===== src/rtl/hazard_fwd_unit_pkg.sv =====
// hazard_fwd_unit_pkg
// Shared definitions for the hazard/forwarding controller:
//   - default parameter values for data/address/Tnew widths and channel count
//   - Tnew codes (cycles until a producer's result exists, measured on entry to E)
//   - Tuse codes (stage in which a consumer actually needs its operand)
//   - stage indices and record field widths used by the shadow pipeline
package hazard_fwd_unit_pkg;

  localparam int unsigned DW_DEF  = 32;
  localparam int unsigned AW_DEF  = 5;
  localparam int unsigned NCH_DEF = 2;
  localparam int unsigned TW_DEF  = 2;
  localparam int unsigned CW_DEF  = 32;

  // Tnew on entry to E
  localparam logic [1:0] TNEW_PC   = 2'd0;  // link value (PC+8) already known
  localparam logic [1:0] TNEW_ALU  = 2'd1;  // produced at the end of E
  localparam logic [1:0] TNEW_LOAD = 2'd2;  // produced at the end of M

  // Tuse: cycles from D until the operand is consumed
  localparam logic [1:0] TUSE_D = 2'd0;
  localparam logic [1:0] TUSE_E = 2'd1;
  localparam logic [1:0] TUSE_M = 2'd2;

  // Producer stages tracked by the shadow pipeline, nearest first
  typedef enum logic [1:0] {
    STG_E = 2'd0,
    STG_M = 2'd1,
    STG_W = 2'd2
  } stage_e;

  // Stage record {we, dst, tnew, src[NCH]} field widths
  localparam int unsigned REC_WE_W = 1;

  function automatic int unsigned rec_width(input int unsigned aw, input int unsigned tw,
                                            input int unsigned nch);
    rec_width = REC_WE_W + aw + tw + nch * aw;
  endfunction

endpackage


===== src/rtl/hazard_fwd_unit_if.sv =====
// hazard_fwd_unit_if
// Bundles the D-stage request, the pipeline data sources and the forwarding
// results of hazard_fwd_unit.
//   master : pipeline side, drives instruction info and data, receives results
//   slave  : hazard_fwd_unit, receives instruction info and data, drives
//            stall, d/e/m_fwd_data and stall_cycles
interface hazard_fwd_unit_if
  import hazard_fwd_unit_pkg::*;
#(
  parameter int DW  = DW_DEF,
  parameter int AW  = AW_DEF,
  parameter int NCH = NCH_DEF,
  parameter int TW  = TW_DEF,
  parameter int CW  = CW_DEF
) ();

  logic              d_valid;
  logic [NCH*AW-1:0] d_src_addr;
  logic [NCH*TW-1:0] d_src_tuse;
  logic [AW-1:0]     d_dst_addr;
  logic              d_dst_we;
  logic [TW-1:0]     d_dst_tnew;
  logic [NCH*DW-1:0] d_rf_data;
  logic [NCH*DW-1:0] e_op_data;
  logic [NCH*DW-1:0] m_op_data;
  logic [DW-1:0]     e_res;
  logic [DW-1:0]     m_res;
  logic [DW-1:0]     w_res;
  logic              stall;
  logic [NCH*DW-1:0] d_fwd_data;
  logic [NCH*DW-1:0] e_fwd_data;
  logic [NCH*DW-1:0] m_fwd_data;
  logic [CW-1:0]     stall_cycles;

  modport master (
    output d_valid, d_src_addr, d_src_tuse, d_dst_addr, d_dst_we, d_dst_tnew,
    output d_rf_data, e_op_data, m_op_data, e_res, m_res, w_res,
    input  stall, d_fwd_data, e_fwd_data, m_fwd_data, stall_cycles
  );

  modport slave (
    input  d_valid, d_src_addr, d_src_tuse, d_dst_addr, d_dst_we, d_dst_tnew,
    input  d_rf_data, e_op_data, m_op_data, e_res, m_res, w_res,
    output stall, d_fwd_data, e_fwd_data, m_fwd_data, stall_cycles
  );

endinterface


===== src/rtl/hazard_fwd_unit_fwd_pick.sv =====
// hazard_fwd_unit_fwd_pick
// Forwarding selector for one source operand over NS producer stages.
// Stage 0 is the nearest (youngest) producer and has the highest priority.
//   src      : consumer's source register
//   st_we    : per-stage write enable
//   st_dst   : per-stage destination, stage i at [i*AW +: AW]
//   st_tnew  : per-stage remaining Tnew, zero means the value is available
//   st_data  : per-stage result bus
//   fallback : value used when no stage matches (RF or latched operand)
//   data     : selected operand
module hazard_fwd_unit_fwd_pick
  import hazard_fwd_unit_pkg::*;
#(
  parameter int DW = DW_DEF,
  parameter int AW = AW_DEF,
  parameter int TW = TW_DEF,
  parameter int NS = 3
) (
  input  logic [AW-1:0]    src,
  input  logic [NS-1:0]    st_we,
  input  logic [NS*AW-1:0] st_dst,
  input  logic [NS*TW-1:0] st_tnew,
  input  logic [NS*DW-1:0] st_data,
  input  logic [DW-1:0]    fallback,
  output logic [DW-1:0]    data
);

  // Priority select: walk from the oldest stage to the nearest so the nearest
  // match is applied last. A matching stage that is not ready still decides
  // (yielding the fallback) so an older, stale value can never leak through.
  always_comb begin
    data = fallback;
    for (int i = NS - 1; i >= 0; i--) begin
      data = (st_we[i] && (st_dst[i*AW +: AW] == src) && (src != {AW{1'b0}}))
           ? ((st_tnew[i*TW +: TW] == {TW{1'b0}}) ? st_data[i*DW +: DW] : fallback)
           : data;
    end
  end

endmodule


===== src/rtl/hazard_fwd_unit.sv =====
// hazard_fwd_unit
// Hazard and forwarding controller for the D/E/M/W pipeline. A shadow copy of
// each in-flight instruction's destination, write enable, Tnew and sources is
// kept for E, M and W; from it the unit raises stall (Tuse/Tnew rule) and
// selects forwarded operands for D, E and M consumers on NCH channels.
//   clk, reset : clock and synchronous active-high reset
//   bus        : hazard_fwd_unit_if slave (D request, data sources, results)
module hazard_fwd_unit
  import hazard_fwd_unit_pkg::*;
#(
  parameter int DW  = DW_DEF,
  parameter int AW  = AW_DEF,
  parameter int NCH = NCH_DEF,
  parameter int TW  = TW_DEF,
  parameter int CW  = CW_DEF
) (
  input logic               clk,
  input logic               reset,
  hazard_fwd_unit_if.slave  bus
);

  // Shadow stage records. W is always ready and never consumes an operand,
  // so it only needs we/dst.
  logic              e_we_r, m_we_r, w_we_r;
  logic [AW-1:0]     e_dst_r, m_dst_r, w_dst_r;
  logic [TW-1:0]     e_tnew_r, m_tnew_r;
  logic [NCH*AW-1:0] e_src_r, m_src_r;
  logic [CW-1:0]     stall_cycles_r;
  logic              stall_s;

  // Tnew counts down by one per stage advanced, stopping at zero
  function automatic logic [TW-1:0] tnew_age(input logic [TW-1:0] t);
    tnew_age = (t == {TW{1'b0}}) ? t : (t - TW'(1));
  endfunction

  // Stall when a matching E or M producer will not have its value by the
  // time the D instruction consumes it on any channel.
  always_comb begin
    stall_s = 1'b0;
    for (int k = 0; k < NCH; k++) begin
      stall_s = stall_s
              | (e_we_r && (e_dst_r == bus.d_src_addr[k*AW +: AW])
                 && (bus.d_src_addr[k*AW +: AW] != {AW{1'b0}})
                 && (e_tnew_r > bus.d_src_tuse[k*TW +: TW]))
              | (m_we_r && (m_dst_r == bus.d_src_addr[k*AW +: AW])
                 && (bus.d_src_addr[k*AW +: AW] != {AW{1'b0}})
                 && (m_tnew_r > bus.d_src_tuse[k*TW +: TW]));
    end
    stall_s = stall_s & bus.d_valid & ~reset;
  end

  // Shadow pipeline advance and saturating stall counter
  always_ff @(posedge clk) begin
    if (reset) begin
      e_we_r         <= 1'b0;
      e_dst_r        <= {AW{1'b0}};
      e_tnew_r       <= {TW{1'b0}};
      e_src_r        <= {(NCH*AW){1'b0}};
      m_we_r         <= 1'b0;
      m_dst_r        <= {AW{1'b0}};
      m_tnew_r       <= {TW{1'b0}};
      m_src_r        <= {(NCH*AW){1'b0}};
      w_we_r         <= 1'b0;
      w_dst_r        <= {AW{1'b0}};
      stall_cycles_r <= {CW{1'b0}};
    end else begin
      m_we_r   <= e_we_r;
      m_dst_r  <= e_dst_r;
      m_tnew_r <= tnew_age(e_tnew_r);
      m_src_r  <= e_src_r;
      w_we_r   <= m_we_r;
      w_dst_r  <= m_dst_r;
      if (stall_s || !bus.d_valid) begin
        // bubble into E: held instruction during stall, or empty D slot
        e_we_r   <= 1'b0;
        e_dst_r  <= {AW{1'b0}};
        e_tnew_r <= {TW{1'b0}};
        e_src_r  <= {(NCH*AW){1'b0}};
      end else begin
        e_we_r   <= bus.d_dst_we;
        e_dst_r  <= bus.d_dst_addr;
        e_tnew_r <= bus.d_dst_tnew;
        e_src_r  <= bus.d_src_addr;
      end
      if (stall_s && (stall_cycles_r != {CW{1'b1}})) begin
        stall_cycles_r <= stall_cycles_r + CW'(1);
      end else begin
        stall_cycles_r <= stall_cycles_r;
      end
    end
  end

  assign bus.stall        = stall_s;
  assign bus.stall_cycles = stall_cycles_r;

  for (genvar k = 0; k < NCH; k++) begin : g_ch
    // D consumers: producers E, M, W
    hazard_fwd_unit_fwd_pick #(.DW(DW), .AW(AW), .TW(TW), .NS(3)) u_pick_d (
      .src      (bus.d_src_addr[k*AW +: AW]),
      .st_we    ({w_we_r, m_we_r, e_we_r}),
      .st_dst   ({w_dst_r, m_dst_r, e_dst_r}),
      .st_tnew  ({{TW{1'b0}}, m_tnew_r, e_tnew_r}),
      .st_data  ({bus.w_res, bus.m_res, bus.e_res}),
      .fallback (bus.d_rf_data[k*DW +: DW]),
      .data     (bus.d_fwd_data[k*DW +: DW])
    );

    // E consumers: producers M, W
    hazard_fwd_unit_fwd_pick #(.DW(DW), .AW(AW), .TW(TW), .NS(2)) u_pick_e (
      .src      (e_src_r[k*AW +: AW]),
      .st_we    ({w_we_r, m_we_r}),
      .st_dst   ({w_dst_r, m_dst_r}),
      .st_tnew  ({{TW{1'b0}}, m_tnew_r}),
      .st_data  ({bus.w_res, bus.m_res}),
      .fallback (bus.e_op_data[k*DW +: DW]),
      .data     (bus.e_fwd_data[k*DW +: DW])
    );

    // M consumers: producer W only
    hazard_fwd_unit_fwd_pick #(.DW(DW), .AW(AW), .TW(TW), .NS(1)) u_pick_m (
      .src      (m_src_r[k*AW +: AW]),
      .st_we    (w_we_r),
      .st_dst   (w_dst_r),
      .st_tnew  ({TW{1'b0}}),
      .st_data  (bus.w_res),
      .fallback (bus.m_op_data[k*DW +: DW]),
      .data     (bus.m_fwd_data[k*DW +: DW])
    );
  end

endmodule


===== src/flat_wrapper.sv =====
// flat-port wrapper written by rule: the top's interface ports become plain ports
module hazard_fwd_unit_flat import hazard_fwd_unit_pkg::*;
#(
  parameter int DW  = DW_DEF,
  parameter int AW  = AW_DEF,
  parameter int NCH = NCH_DEF,
  parameter int TW  = TW_DEF,
  parameter int CW  = CW_DEF
)
  (clk, reset, bus_d_valid, bus_d_src_addr, bus_d_src_tuse, bus_d_dst_addr, bus_d_dst_we, bus_d_dst_tnew, bus_d_rf_data, bus_e_op_data, bus_m_op_data, bus_e_res, bus_m_res, bus_w_res, bus_stall, bus_d_fwd_data, bus_e_fwd_data, bus_m_fwd_data, bus_stall_cycles);
  hazard_fwd_unit_if #(.DW(DW), .AW(AW), .NCH(NCH), .TW(TW), .CW(CW)) bus_i ();
  input logic clk;
  input logic reset;
  input wire logic [$bits(bus_i.d_valid)-1:0] bus_d_valid;
  input wire logic [$bits(bus_i.d_src_addr)-1:0] bus_d_src_addr;
  input wire logic [$bits(bus_i.d_src_tuse)-1:0] bus_d_src_tuse;
  input wire logic [$bits(bus_i.d_dst_addr)-1:0] bus_d_dst_addr;
  input wire logic [$bits(bus_i.d_dst_we)-1:0] bus_d_dst_we;
  input wire logic [$bits(bus_i.d_dst_tnew)-1:0] bus_d_dst_tnew;
  input wire logic [$bits(bus_i.d_rf_data)-1:0] bus_d_rf_data;
  input wire logic [$bits(bus_i.e_op_data)-1:0] bus_e_op_data;
  input wire logic [$bits(bus_i.m_op_data)-1:0] bus_m_op_data;
  input wire logic [$bits(bus_i.e_res)-1:0] bus_e_res;
  input wire logic [$bits(bus_i.m_res)-1:0] bus_m_res;
  input wire logic [$bits(bus_i.w_res)-1:0] bus_w_res;
  output wire logic [$bits(bus_i.stall)-1:0] bus_stall;
  output wire logic [$bits(bus_i.d_fwd_data)-1:0] bus_d_fwd_data;
  output wire logic [$bits(bus_i.e_fwd_data)-1:0] bus_e_fwd_data;
  output wire logic [$bits(bus_i.m_fwd_data)-1:0] bus_m_fwd_data;
  output wire logic [$bits(bus_i.stall_cycles)-1:0] bus_stall_cycles;
  assign bus_i.d_valid = bus_d_valid;
  assign bus_i.d_src_addr = bus_d_src_addr;
  assign bus_i.d_src_tuse = bus_d_src_tuse;
  assign bus_i.d_dst_addr = bus_d_dst_addr;
  assign bus_i.d_dst_we = bus_d_dst_we;
  assign bus_i.d_dst_tnew = bus_d_dst_tnew;
  assign bus_i.d_rf_data = bus_d_rf_data;
  assign bus_i.e_op_data = bus_e_op_data;
  assign bus_i.m_op_data = bus_m_op_data;
  assign bus_i.e_res = bus_e_res;
  assign bus_i.m_res = bus_m_res;
  assign bus_i.w_res = bus_w_res;
  assign bus_stall = bus_i.stall;
  assign bus_d_fwd_data = bus_i.d_fwd_data;
  assign bus_e_fwd_data = bus_i.e_fwd_data;
  assign bus_m_fwd_data = bus_i.m_fwd_data;
  assign bus_stall_cycles = bus_i.stall_cycles;
  hazard_fwd_unit #(.DW(DW), .AW(AW), .NCH(NCH), .TW(TW), .CW(CW)) u_core (.clk(clk), .reset(reset), .bus(bus_i));
endmodule

===== config.mk =====
export PLATFORM = sky130hd
export DESIGN_NAME = hazard_fwd_unit_flat
export DESIGN_NICKNAME = d
export VERILOG_FILES = /design/src/rtl/hazard_fwd_unit_pkg.sv /design/src/rtl/hazard_fwd_unit_if.sv /design/src/rtl/hazard_fwd_unit_fwd_pick.sv /design/src/rtl/hazard_fwd_unit.sv /design/src/flat_wrapper.sv
export SDC_FILE = /design/constraint.sdc
export NUM_CORES = 1
export LEC_CHECK = 0
export ABC_AREA = 0
export BUFFER_PORTS_ARGS = -buffer_cell sky130_fd_sc_hd__clkbuf_2
export CORE_AREA = 5 5 205 207
export DETAILED_ROUTE_END_ITERATION = 12
export DIE_AREA = 0 0 210 212
export PLACE_DENSITY = 0.41
export SLEW_MARGIN = 15
export SYNTH_ARGS = -nofsm -noshare
export SYNTH_HDL_FRONTEND = slang
export SYNTH_SLANG_ARGS = --single-unit

===== constraint.sdc =====
create_clock -name clk -period 4.5 [get_ports clk]
set_input_delay 1.125 -clock clk [delete_from_list [all_inputs] [get_ports clk]]
set_output_delay 1.125 -clock clk [all_outputs]
set_load 0.01 [all_outputs]

== Word level (Yosys, flattened, before mapping) ==
Index checks and enable logic that the tools add are counted.
Word-level totals
  output and inout bits: 225
  register bits: 74
  input port bits: 313
  logic and storage cells: 95
Operators by class
  add/subtract/negate cells: 2
  multiplexer cells: 19
  magnitude comparators: 4
  bitwise logic cells: 6
  reductions and logical operators: 40
  eq/ne operators: 13
Operator list (number)
  two-way mux 32 bit: 18
  == test 5 bit: 12
  adder 32 x 1 -> 32 bit (second input constant): 1
  != test 32 bit (second input constant): 1
  nonzero test 5 bit: 6
  logical AND 1 bit: 29
  greater-than comparator 2 bit: 4
  zero test 2 bit: 2
  bitwise OR 1 bit: 3
  bitwise AND 1 bit: 2
  two-way mux 2 bit: 1
  OR reduction 2 bit: 1
  subtractor 2 x 1 -> 2 bit (second input constant): 1
  zero test 1 bit: 1
  logical OR 1 bit: 1
  NOT 1 bit: 1

== Depth between registers and ports, before layout ==
  depth in word-level cells: 11
  mapped depth: 10
  mapped depth without buffers: 8

== Hierarchy ==
From an unflattened synthesis, not the netlist that was laid out.
Second synthesis, totals
  cells, all modules: 1170
  area total of the unflattened synthesis: 10343.7 um2
Modules (own cells, without submodules)
  hazard_fwd_unit_fwd_pick (u_core.g_ch[0].u_pick_d ...): cells each 251, instances 2, area each 2038.2 um2, sequential area each 0.0 um2
  hazard_fwd_unit: cells each 378, instances 1, area each 3387.0 um2, sequential area each 1481.4 um2
  hazard_fwd_unit_fwd_pick (u_core.g_ch[0].u_pick_e ...): cells each 99, instances 2, area each 840.8 um2, sequential area each 0.0 um2
  hazard_fwd_unit_fwd_pick (u_core.g_ch[0].u_pick_m ...): cells each 46, instances 2, area each 599.3 um2, sequential area each 0.0 um2

== Worst setup path after synthesis ==
Ideal clock, no wire load.
  kind: input -> output
  start point: input bus_d_src_addr[1]
  end point: output bus_d_fwd_data[10]
  buffers on the path: 2
  required time: 3.375 ns
  stages: 8
  path slack: 0.504 ns
  data arrival time: 2.871 ns
  path through: or4_4 -> o211ai_1 -> or3_1 -> buf_2 -> clkbuf_1 -> o22a_1 -> o211ai_1 -> o21ai_0
On the way
  word-level cells in the longest chain between the ends: 6
  elaborated cells on any way between the ends: 13
Ends and longest elaborated chain
  start, declared: line flat_wrapper.sv:15  | input wire logic [$bits(bus_i.d_src_addr)-1:0] bus_d_src_addr;
  == test 5 bit: line hazard_fwd_unit_fwd_pick.sv:34  | data = (st_we[i] && (st_dst[i*AW +: AW] == src) && (src != {AW{1'b0}}))
  logical AND 1 bit (2 in series): line hazard_fwd_unit_fwd_pick.sv:34
  two-way mux 32 bit (2 in series): line hazard_fwd_unit_fwd_pick.sv:35  | ? ((st_tnew[i*TW +: TW] == {TW{1'b0}}) ? st_data[i*DW +: DW] : fallback)
  two-way mux 32 bit (*): line hazard_fwd_unit_fwd_pick.sv:35
  end, declared: line flat_wrapper.sv:27  | output wire logic [$bits(bus_i.d_fwd_data)-1:0] bus_d_fwd_data;
Mark *: on every way between the ends. The rest lies on a longest branch, timed or not.

== Worst setup path after layout ==
  start point: input bus_d_src_addr[7]
  end point: output bus_d_fwd_data[36]
Same word-level chain as after synthesis.

==> metrics <==
status=complete, no violations; WL per Instance=25.8 um; share of cells above drive strength 1=44.2%; Syn Inst Count=1,065; P per Cell Area=182 nW/um2; initial core utilization=19.6%; gr usage total=22.7%; delay of the slowest critical-path stage=0.39 ns; FFs w/ async S/R, synth=0%; CTS tree=done; antenna violations before repair=13; via count=10.7k; Primary FF master, synth=dfxtp_1; nets@finish=1,882; pin count of the biggest net entering global routing=76; vias in the first global route=10.7k; IO Pins=538; Fin. Hold Viols=0; Layout area overhead=48.5%; CP endpoint kind=output pin; drt first pass iters=5; gpl congestion=0.980; Max VDD drop=0.000180 V; relative slew slack=41.7%; H-tree Lvls=3; Least-Margin Pin Slew=0.872 ns; Clock Sinks=74; CP Class=in2out; max-slew violations=0; maximum clock insertion buffer count=2; worst-path maximum fanout=27; Die X=210 um; post-DP HPWL=44,400 um; die height=212 um; crit path DAT=3.23 ns; row count=74; Layout Utilization=29.0%; crit start category=input pin; clock period minus worst slack=4.36 ns; Yosys reg bits=74; first-pass GRT wire length=76,200 um; unique cell type count in the Yosys netlist=51; Core Area=40,200 um2; cts bufs inserted=9; Final period util=96.9%; Setup Buffers After CTS=0; crit path cell chain=clkbuf_2 -> buf_4 -> xor2_1 -> nor4_2 -> nand4bb_4 -> buf_12 -> o21ai_0 -> clkbuf_2; slowest CP cell=nor4_2; Final Setup Violations=0; post-DR vias/cell=5.08; sequential area share after synthesis=18.8%; total grt overflow=0; fillcell total=4,557; final hold slack=0.499 ns; Post-Synthesis Cell Area=7860 um2; Die Area=44,500 um2; max-cap violation count=0; Worst-path clk slew=0.06 ns; final WL=54,400 um; RSZ-0062 raised after global routing=no; leak pwr=0.00541 uW; Fmax=229 MHz; clk root buf=clkbuf_16; Iter 0 DRT Violations=810; later-pin clock latency in the skew report=0.34 ns; worst hold path class=reg2reg; syn avg cell area=7.38 um2; Crit path top cell by count=clkbuf_2; number of I/O port buffers=537; Worst EP required=3.38 ns; Layout Skew=0.00956 ns; syn nets=1,387; Final ANT Viol Nets=0; synth warn=0; DRC=0; EDFF count, synth=0
-- metrics by stage --
step	cells	setup slack, ns	area, um2	setup TNS, ns	power, uW
2_1_floorplan	1065	0.504	7860	0	989
3_3_place_gp	2081	-0.0376	11300	-0.0376	1420
3_5_place_dp	2081	-0.0434	11300	-0.0434	1420
4_1_cts	2097	0.0193	11600	0	2150
5_1_grt	2102	0.00295	11700	0	2230
6_report	2108	0.141	11700	0	2120
-- flip-flops by register name, summed over array words and instances (netlist names) --
signal and flops:
u_core.m_src_r 10, u_core.e_dst_r 5, u_core.w_dst_r 5, u_core.e_tnew_r 2, u_core.e_we_r 1, u_core.w_we_r 1, u_core.m_tnew_r 2, u_core.m_we_r 1
u_core.m_dst_r 5, u_core.e_src_r 10, u_core.bus.stall_cycles 32
-- worst max-delay path, delay by kind of cell --
kind	cells	cell delay [ns]
buffers and inverters	4	0.77
xor gates and xnor gates	1	0.17
AOI/OAI and AO/OA	1	0.39
and+or+nand+nor	2	0.75
-- final timing paths --
path | end | from | slack, ns | cells after the start
max | bus_d_fwd_data[36] | bus_d_src_addr[7] | 0.14 | 8
min | u_core.bus.stall_cycles[19]$_SDFFE_PP0P_ | u_core.bus.stall_cycles[19]$_SDFFE_PP0P_ | 0.50 | 2
min reg2reg | u_core.bus.stall_cycles[19]$_SDFFE_PP0P_ | u_core.bus.stall_cycles[19]$_SDFFE_PP0P_ | 0.50 | 2
max reg2reg | u_core.bus.stall_cycles[1]$_SDFFE_PP0P_ | u_core.bus.stall_cycles[4]$_SDFFE_PP0P_ | 1.24 | 7
-- cells by family (layout without fill, tap and decap cells) --
| logic type | count (synthesis) | count (layout) | share of synthesized area [%] |
|---|---|---|---|
| flops | 74 | 74 | 18.8 |
| other cells | 0 | 11 | 0 |
| buf+inv | 112 | 612 | 5.55 |
| xor+xnor | 58 | 58 | 6.46 |
| fa+ha+maj | 9 | 9 | 1.43 |
| mux | 71 | 71 | 10.2 |
| compound gates | 390 | 390 | 34.0 |
| simple gates | 351 | 351 | 23.5 |
-- cells in the mapped netlist (all sizes together) (3+ instances only) --
cell type / instances / area, um2
a2111oi: 4 / 72.6
a21oi: 91 / 455
a22oi: 64 / 480
and2: 36 / 225
and3: 26 / 163
and4: 5 / 43.8
buf: 15 / 72.6
clkbuf: 86 / 323
dfxtp: 74 / 1480
ha: 9 / 113
inv: 11 / 41.3
mux2: 71 / 800
nand2: 147 / 552
nand3: 12 / 60.1
nand4: 19 / 125
nor2: 17 / 63.8
nor2b: 31 / 194
nor3: 8 / 45.0
nor4: 10 / 68.8
nor4b: 4 / 41.3
o211a: 3 / 30.0
o211ai: 69 / 528
o21ai: 71 / 355
o22a: 64 / 561
o31ai: 17 / 128
or2: 5 / 31.3
or3: 8 / 50.1
or4: 19 / 150
xnor2: 31 / 272
xor2: 27 / 236
-- cell usage in the layout (no fill, tap or decap), types with 10 or more instances in the layout --
cell type / synthesis / final
clkbuf_2: 0 / 537
nand2_1: 147 / 147
a21oi_1: 91 / 91
dfxtp_1: 74 / 74
o211ai_1: 67 / 67
o22a_1: 64 / 64
a22oi_1: 64 / 64
mux2_2: 64 / 64
o21ai_0: 61 / 61
buf_4: 1 / 39
and2_1: 35 / 35
nor2b_1: 31 / 31
xnor2_1: 31 / 31
xor2_1: 27 / 27
and3_1: 26 / 26
nand4_1: 18 / 18
o31ai_1: 17 / 17
or4_1: 17 / 17
nor2_1: 17 / 14
nand3_1: 12 / 12
diode_2: 0 / 11
inv_1: 11 / 11
o21ai_1: 10 / 10
-- where the power goes --
| part | internal, uW | switching (uW) |
|---|---|---|
| sequential | 667 | 16.9 |
| combinational | 303 | 416 |
| clock | 443 | 276 |
| total | 1410 | 709 |
-- routing by layer --
metal	up-vias	part of all wire [%]	global-route usage, %
li1	5006	-	-
met1	5142	41	28.2
met2	495	49	39.2
met3	61	7.8	5.80
met4	6	2.5	6.39
met5	-	0.075	0
-- what timing repair did --
action / 4_1_cts / 5_1_grt
resized for setup: 1 / 2
pin swaps: 1 / 0
endpoints found under the setup margin: 1 / 3
hold buffers: 0 / 0
-- final cells by class --
type	instances	area [um2]	share of cell area, %
Tap cell	532	666	5.70
Inverter	11	41.3	0.354
Clock inverter	5	53.8	0.461
Sequential cell	74	1480	12.7
Clock buffer	11	243	2.08
Antenna cell	11	27.5	0.236
Multi-Input combinational cell	879	6010	51.5
Timing Repair Buffer	585	3150	27.0
Note: power is estimated with default switching activity, not from simulation.
